<file path="config.mk">
export PLATFORM = sky130hd
export DESIGN_NAME = dp_seq_engine
export DESIGN_NICKNAME = d
export VERILOG_FILES = /design/src/rtl/dp_seq_engine.sv
export SDC_FILE = /design/constraint.sdc
export NUM_CORES = 1
export LEC_CHECK = 0
export CAP_MARGIN = 15
export CELL_PAD_IN_SITES_DETAIL_PLACEMENT = 1
export CELL_PAD_IN_SITES_GLOBAL_PLACEMENT = 2
export CORE_ASPECT_RATIO = 0.75
export CORE_MARGIN = 3
export CORE_UTILIZATION = 30
export CTS_CLUSTER_DIAMETER = 60
export DETAILED_ROUTE_END_ITERATION = 6
export GPL_ROUTABILITY_DRIVEN = 1
export PLACE_DENSITY = 0.65
export SKIP_CTS_REPAIR_TIMING = 1
export SLEW_MARGIN = 10
export SYNTH_ARGS = -nofsm -noshare
export SYNTH_HDL_FRONTEND = slang
export SYNTH_SLANG_ARGS = --single-unit
</file>
<file path="constraint.sdc">
create_clock -name clk -period 4.2 [get_ports clk]
set_input_delay 0.84 -clock clk [delete_from_list [all_inputs] [get_ports clk]]
set_output_delay 0.84 -clock clk [all_outputs]
set_load 0.01 [all_outputs]
</file>
<file path="src/rtl/dp_seq_engine.sv">
// rtl/dp_seq_engine.sv - register-file datapath with FETCH/EXEC/WB instruction sequencer
// One ALU instruction per accepted start; R0 is exposed on out.
module dp_seq_engine #(
  parameter  int WIDTH = 8,
  parameter  int NREG  = 4,
  localparam int RW    = $clog2(NREG)
) (
  input  logic             clk,
  input  logic             reset,
  input  logic [WIDTH-1:0] in,
  input  logic             ld,
  input  logic             start,
  input  logic [2:0]       op,
  input  logic [RW-1:0]    rd,
  input  logic [RW-1:0]    ra,
  input  logic [RW-1:0]    rb,
  output logic             busy,
  output logic             done,
  output logic [WIDTH-1:0] out,
  output logic             z,
  output logic             n,
  output logic             c
);

  typedef enum logic [1:0] {S_IDLE, S_FETCH, S_EXEC, S_WB} state_t;

  localparam logic [2:0] OP_ADD  = 3'b000;
  localparam logic [2:0] OP_SUB  = 3'b001;
  localparam logic [2:0] OP_AND  = 3'b010;
  localparam logic [2:0] OP_OR   = 3'b011;
  localparam logic [2:0] OP_XOR  = 3'b100;
  localparam logic [2:0] OP_SHL  = 3'b101;
  localparam logic [2:0] OP_SHR  = 3'b110;

  state_t           state_q, state_d;
  logic [WIDTH-1:0] regs_q [NREG];
  logic [WIDTH-1:0] regs_d [NREG];
  logic [WIDTH-1:0] tmp_q, tmp_d;
  logic [WIDTH-1:0] res_q, res_d;
  logic             cy_q, cy_d;
  logic [2:0]       op_q, op_d;
  logic [RW-1:0]    rd_q, rd_d;
  logic [RW-1:0]    ra_q, ra_d;
  logic [RW-1:0]    rb_q, rb_d;
  logic             z_q, z_d;
  logic             n_q, n_d;
  logic             c_q, c_d;
  logic             busy_q, busy_d;
  logic             done_q, done_d;

  logic [WIDTH-1:0] alu_b;
  logic [WIDTH-1:0] alu_res;
  logic             alu_c;
  logic [WIDTH:0]   alu_wide;

  // B operand is read in EXEC, so a WB to the same register cannot race it.
  always_comb begin
    alu_b    = regs_q[rb_q];
    alu_wide = '0;
    alu_res  = '0;
    alu_c    = 1'b0;
    case (op_q)
      OP_ADD: begin
        alu_wide = {1'b0, tmp_q} + {1'b0, alu_b};
        alu_res  = alu_wide[WIDTH-1:0];
        alu_c    = alu_wide[WIDTH];
      end
      OP_SUB: begin
        alu_wide = {1'b0, tmp_q} - {1'b0, alu_b};
        alu_res  = alu_wide[WIDTH-1:0];
        alu_c    = alu_wide[WIDTH];
      end
      OP_AND:  alu_res = tmp_q & alu_b;
      OP_OR:   alu_res = tmp_q | alu_b;
      OP_XOR:  alu_res = tmp_q ^ alu_b;
      OP_SHL: begin
        alu_res = {tmp_q[WIDTH-2:0], 1'b0};
        alu_c   = tmp_q[WIDTH-1];
      end
      OP_SHR: begin
        alu_res = {1'b0, tmp_q[WIDTH-1:1]};
        alu_c   = tmp_q[0];
      end
      default: alu_res = alu_b;
    endcase
  end

  always_comb begin
    state_d = state_q;
    regs_d  = regs_q;
    tmp_d   = tmp_q;
    res_d   = res_q;
    cy_d    = cy_q;
    op_d    = op_q;
    rd_d    = rd_q;
    ra_d    = ra_q;
    rb_d    = rb_q;
    z_d     = z_q;
    n_d     = n_q;
    c_d     = c_q;
    busy_d  = busy_q;
    done_d  = 1'b0;
    case (state_q)
      S_IDLE: begin
        if (start) begin
          op_d    = op;
          rd_d    = rd;
          ra_d    = ra;
          rb_d    = rb;
          busy_d  = 1'b1;
          state_d = S_FETCH;
        end else if (ld) begin
          regs_d[rd] = in;
        end
      end
      S_FETCH: begin
        tmp_d   = regs_q[ra_q];
        state_d = S_EXEC;
      end
      S_EXEC: begin
        res_d   = alu_res;
        cy_d    = alu_c;
        state_d = S_WB;
      end
      default: begin
        regs_d[rd_q] = res_q;
        z_d          = (res_q == '0);
        n_d          = res_q[WIDTH-1];
        c_d          = cy_q;
        busy_d       = 1'b0;
        done_d       = 1'b1;
        state_d      = S_IDLE;
      end
    endcase
  end

  always_ff @(posedge clk or posedge reset) begin
    if (reset) begin
      state_q <= S_IDLE;
      regs_q  <= '{default: '0};
      tmp_q   <= '0;
      res_q   <= '0;
      cy_q    <= 1'b0;
      op_q    <= '0;
      rd_q    <= '0;
      ra_q    <= '0;
      rb_q    <= '0;
      z_q     <= 1'b0;
      n_q     <= 1'b0;
      c_q     <= 1'b0;
      busy_q  <= 1'b0;
      done_q  <= 1'b0;
    end else begin
      state_q <= state_d;
      regs_q  <= regs_d;
      tmp_q   <= tmp_d;
      res_q   <= res_d;
      cy_q    <= cy_d;
      op_q    <= op_d;
      rd_q    <= rd_d;
      ra_q    <= ra_d;
      rb_q    <= rb_d;
      z_q     <= z_d;
      n_q     <= n_d;
      c_q     <= c_d;
      busy_q  <= busy_d;
      done_q  <= done_d;
    end
  end

  assign busy = busy_q;
  assign done = done_q;
  assign out  = regs_q[0];
  assign z    = z_q;
  assign n    = n_q;
  assign c    = c_q;

endmodule

</file>
==> out/qor.txt, run 1 <==
Worst Hold Depth: 1
Area contributors post-synth: dfrtp_1, mux2_2, ha_1
Hold Path Class: reg -> reg
antenna violations before repair: 0
Bufs on Longest Clock Path: 2
Psw: 2.21 mW
Syn Inst Count: 477
vias in the first global route: 4022
vias post-DR: 3828
CTS buffer count: 9
Rows: 39
H-tree levels: 3
Synth area leader: dfrtp_1
area taken by multi-input logic gates: 0.00279 mm²
Buffers on Ports: 33
GRT Total Usage: 0.179
R2R depth: 8
Synth cell types: 58
worst skew pair latency: 0.34 ns
element type at the critical path start: flip-flop
Slew @ Worst Pin: 1.04 ns
Die Ht: 115 µm
fill cell count: 1709
final worst-path cycle share: 0.779
Synthesized Nets: 528
power per cell area: 879 mW/mm²
Mapped Avg Cell Area: 9.94 µm²
CTS tree: yes
clk root buf: clkbuf_16
Relative slew margins: 0.308
die width: 151 µm
RR Startpoint: rb_q[0]
Worst Hold Launch: c
Area Overhead vs Synth: 16.0%
Critical Path End Type: flip-flop
drt total wl: 14.8 mm
Core Area: 0.0154 mm²
sw frac: 0.457
Tmin final: 3.27 ns
largest net degree at the start of global routing: 46
final core utilization: 0.358
Max Cap Viol: 0
Internal: 2.63 mW
Yosys Warn Count: 0
post-synth top area share: 0.343
clock-pin slew on the worst setup and hold paths: 0.06 ns
critical path peak fanout: 9
CTS Sinks: 65
Reg power frac: 0.274
status: finished clean
Net count, final: 540
WS Path Type: reg -> reg
Fin Clk Skew: 0.00990 ns
wire per inst: 21.1 µm
Fmax achieved: 0.306 GHz
HPWL Detailed: 11.2 mm
Hold Path End: c
Remaining DRCs: 0
gpl congestion: 0.845
ys async rst share: 1.00
Top FF cell, synth: dfrtp_1
FF+latch area: 0.00163 mm²
DIE AREA: 0.0174 mm²
Yosys reg bits: 65
R2R Path End: cy_q
Hold Fails Final Rpt: 0
layout cells sized above 1: 0.180
initial cell density of the core: 0.309
Post-Synthesis Cell Area: 0.00474 mm²
Vias/cell: 5.48
worst vdd ir: 0.386 mV
RSZ-0062 raised after global routing: false
Slew Viols, Final: 0
CP arrival: 3.44 ns
Clock power frac: 0.185
Worst Path Required: 4.36 ns
Ports: 34
Setup TNS: 0 ns
DR pass1 iterations: 4
Antenna Nets Post-Route: 0
r2r setup slk: 0.93 ns
number of synthesized flops with an enable pin: 0
LEAKAGE: 2.32 nW
combinational group share of total power: 0.541
gr ovfl total: 0
final setup fails: 0
initial DRC count: 224
Antenna Cells: 0
first-pass GRT wire length: 23.6 mm
sequential share of the synthesized area: 0.343
[per-layer routing]
metal	global-route usage	part of all wire	up-vias
li1	-	-	1770
met1	0.267	0.51	1948
met2	0.264	0.43	95
met3	0.0370	0.049	15
met4	0.0453	0.015	0
met5	0	0	-
[cell usage in the layout (no fill, tap or decap), types with 9 or more instances in the layout]
cell type,Yosys,routed
clkbuf_16,0,9
clkdlybuf4s50_1,0,33
o21ai_0,33,33
mux2_2,46,46
o22ai_1,30,30
inv_1,31,30
mux4_2,10,10
nor2b_1,12,12
ha_1,28,28
nand2_1,41,41
dfrtp_1,65,65
a21oi_1,18,18
nor2_1,23,23
[worst max-delay path: stages (launching register included)]
cell,delay [ns]
dfrtp_1,0.64
mux4_1,0.69
ha_1,0.28
fa_1,0.40
a21o_1,0.23
a221oi_2,0.36
nor3_1,0.09
a211oi_1,0.29
a221oi_1,0.12
[cell usage after synthesis, types with 9 or more instances]
cell / n
dfrtp_1: 65
mux2_2: 46
nand2_1: 41
o21ai_0: 33
inv_1: 31
o22ai_1: 30
ha_1: 28
nor2_1: 23
a21oi_1: 18
buf_2: 14
nor2b_1: 12
mux4_2: 10
buf_4: 9
[cell families after synthesis]
family | synth area share
AOI/OAI and AO/OA | 0.171
and+or+nand+nor | 0.113
muxes | 0.210
buffers and inverters | 0.0694
DFF | 0.343
adders and majority gates | 0.0823
xor gates and xnor gates | 0.0111
[stage by stage]
stage          setup slack (ns)  power [mW]  area (µm²)  hold slack, ns  instances
2_1_floorplan              1.53        3.16        4740           0.480        477
3_3_place_gp               1.04        3.89        5150           0.491        683
3_5_place_dp              0.960        3.95        5150           0.509        683
4_1_cts                   0.935        4.87        5500           0.521        699
5_1_grt                   0.763        5.23        5500           0.523        699
6_report                  0.928        4.84        5500           0.510        699
[layout make-up]
| cell class | count | share of cell area |
|---|---|---|
| Clock inverter | 7 | 0.0225 |
| Clock buffer | 9 | 0.0409 |
| Sequential cell | 65 | 0.296 |
| Multi-Input combinational cell | 344 | 0.506 |
| Timing Repair Buffer | 38 | 0.0668 |
| Inverter | 31 | 0.0211 |
| Tap cell | 205 | 0.0466 |
[worst max-delay path by stage]
stage                     endpoint  slack (ns)  cells after the start     from
final                         cy_q        0.93                      8  rb_q[0]
after global placement        cy_q        1.04                      8  rb_q[0]
after detailed placement      cy_q        0.96                      8  rb_q[0]
after global routing          cy_q        0.76                      8  rb_q[0]
after floorplan               cy_q        1.53                      9  rb_q[0]
after CTS                     cy_q        0.93                      8  rb_q[0]
[flip-flops by register name (all words and copies together) (netlist names), 2 cells and up]
signal   cells
op_q         3
out          8
ra_q         2
rb_q         2
rd_q         2
regs_q      24
res_q        8
state_q      2
tmp_q        8
[power groups by stage]
stage          Clock (mW)  Sequential [mW]  Combinational [mW]
2_1_floorplan           0             1.05                2.11
3_3_place_gp            0             1.33                2.57
3_5_place_dp            0             1.34                2.61
4_1_cts             0.913             1.33                2.63
5_1_grt             0.947             1.38                2.90
6_report            0.896             1.33                2.62
(Power assumes the default switching activity.)
==> run 2: changes to the inputs <==
==> constraint.sdc (replaced) <==
create_clock -name clk -period 3.4 [get_ports clk]
set_input_delay 0.68 -clock clk [delete_from_list [all_inputs] [get_ports clk]]
set_output_delay 0.68 -clock clk [all_outputs]
set_load 0.01 [all_outputs]
==> run 2 against run 1 <==
  * Final area is 0.16% lower
  * Wire length is 2.5% higher
  * Sequential cell count stayed put
  * Via count is 0.86% higher
==> out/qor.txt, run 2 (same netlist as run 1, synthesis figures left out) <==
status: finished clean (unchanged)
CTS Sinks: 65 (unchanged)
H-tree levels: 3 (unchanged)
DIE AREA: 0.0174 mm² (unchanged)
Setup crit start: rb_q[0] (unchanged)
Bufs on Longest Clock Path: 2 (unchanged)
first-pass GRT wire length: 24.1 mm (was 23.6 mm)
Vias/cell: 5.49 (was 5.48)
most common cell after layout, fill and taps aside: dfrtp_1 (unchanged)
CP arrival: 3.17 ns (was 3.44 ns)
most used cells in the layout excluding fill and tap cells: dfrtp_1, mux2_2, nand2_1, o21ai_0, clkdlybuf4s50_1 (unchanged)
Cell Count, Final, Fillers Out: 703 (was 699)
Ports: 34 (unchanged)
Setup TNS: 0 ns (unchanged)
worst hold slack: 0.509 ns (was 0.510 ns)
Antenna Nets Post-Route: 0 (unchanged)
Area Overhead vs Synth: 15.9% (was 16.0%)
number of flip-flops under the largest register name: 24 (unchanged)
antenna violations before repair: 0 (unchanged)
RSZ-0062 raised after global routing: false (unchanged)
wire per inst: 21.5 µm (was 21.1 µm)
DR pass1 iterations: 4 (unchanged)
clk root buf: clkbuf_16 (unchanged)
Rows: 39 (unchanged)
vias in the first global route: 4010 (was 4022)
Worst Path Required: 3.58 ns (was 4.36 ns)
final setup fails: 0 (unchanged)
R2R Path End: cy_q (unchanged)
CTS buffer count: 9 (unchanged)
Placement Setup Slack: 0.445 ns (was 0.960 ns)
initial cell density of the core: 0.309 (unchanged)
R2R depth: 8 (unchanged)
Hold Path Class: reg -> reg (unchanged)
design area: 0.00550 mm² (about the same)
Fmax achieved: 0.335 GHz (was 0.306 GHz)
initial DRC count: 181 (was 224)
critical path peak fanout: 5 (was 9)
largest net degree at the start of global routing: 36 (was 46)
gpl congestion: 0.868 (was 0.845)
Fin Clk Skew: 0.00749 ns (was 0.00990 ns)
largest reg by FF count: regs_q (unchanged)
overall power: 5.86 mW (was 4.84 mW)
RR Startpoint: rb_q[0] (unchanged)
dpl cells: 687 (was 683)
Antenna Cells: 0 (unchanged)
die width: 151 µm (unchanged)
Net count, final: 544 (was 540)
dpl cell area: 0.00520 mm² (was 0.00515 mm²)
HPWL Detailed: 11.8 mm (was 11.2 mm)
gr ovfl total: 0 (unchanged)
Critical Path End Type: flip-flop (unchanged)
Die Ht: 115 µm (unchanged)
drt total wl: 15.1 mm (was 14.8 mm)
Final WS setup: 0.416 ns (was 0.928 ns)
Buffers on Ports: 33 (unchanged)
Hold Fails Final Rpt: 0 (unchanged)
LEAKAGE: 2.32 nW (about the same)
layout cells sized above 1: 0.185 (was 0.180)
vias post-DR: 3861 (was 3828)
Relative slew margins: 0.361 (was 0.308)
CTS tree: yes (unchanged)
worst vdd ir: 0.427 mV (was 0.386 mV)
GRT Total Usage: 0.181 (was 0.179)
Tmin final: 2.98 ns (was 3.27 ns)
worst skew pair latency: 0.33 ns (was 0.34 ns)
r2r setup slk: 0.42 ns (was 0.93 ns)
power per cell area: 1070 mW/mm² (was 879 mW/mm²)
Max Cap Viol: 0 (unchanged)
WS Path Type: reg -> reg (unchanged)
Remaining DRCs: 0 (unchanged)
element type at the critical path start: flip-flop (unchanged)
Slew Viols, Final: 0 (unchanged)
final worst-path cycle share: 0.878 (was 0.779)
Slew @ Worst Pin: 0.959 ns (was 1.04 ns)
final core utilization: 0.358 (about the same)
clock-pin slew on the worst setup and hold paths: 0.06 ns (about the same)
Core Area: 0.0154 mm² (unchanged)
crit path to: cy_q (unchanged)
## run 2: cell count changes in the layout (fill, tap and decap cells not counted), sizes merged
cell / delta
clkbuf: +2
clkinvlp: +1
buf: +4
inv: -3
bufinv: -2
clkinv: +2
## run 2: area by class of cell
class                           count  area [µm²]
Inverter                           31         116
Multi-Input combinational cell    344        2790
Clock inverter                      5        55.1
Clock buffer                       11         243
Sequential cell                    65        1630
Fill cell                        1731        9880
Tap cell                          205         256
Timing Repair Buffer               42         410
## run 2: layer usage
layer | GRT usage | up-vias | wire length [µm]
li1 | - | 1772 | -
met1 | 0.282 | 2010 | 7630
met2 | 0.266 | 77 | 6720
met3 | 0.0335 | 2 | 771
met4 | 0.0266 | 0 | 11
met5 | 0 | - | 0
## run 2: worst min path at each step
stage / start / endpoint / slack, ns / cells past startpoint
2_1_floorplan: cy_q / c / 0.48 / 1
3_3_place_gp: c / c / 0.49 / 1
3_5_place_dp: n / n / 0.50 / 1
4_1_cts: n / n / 0.51 / 1
5_1_grt: n / n / 0.52 / 1
6_report: n / n / 0.51 / 1
## run 2: critical path, cell delays in order (launching register included)
cell and delay [ns]:
dfrtp_1 0.46, mux4_1 0.67, ha_1 0.28, fa_1 0.41, a21o_1 0.25, a221oi_2 0.32, nor3_1 0.09, a211oi_1 0.25
a221oi_1 0.11
## run 2: report_power, final
| group | internal (mW) | switching [mW] |
|---|---|---|
| Clock | 0.585 | 0.355 |
| Combinational | 1.47 | 1.85 |
| Sequential | 1.09 | 0.512 |
| Total | 3.14 | 2.72 |
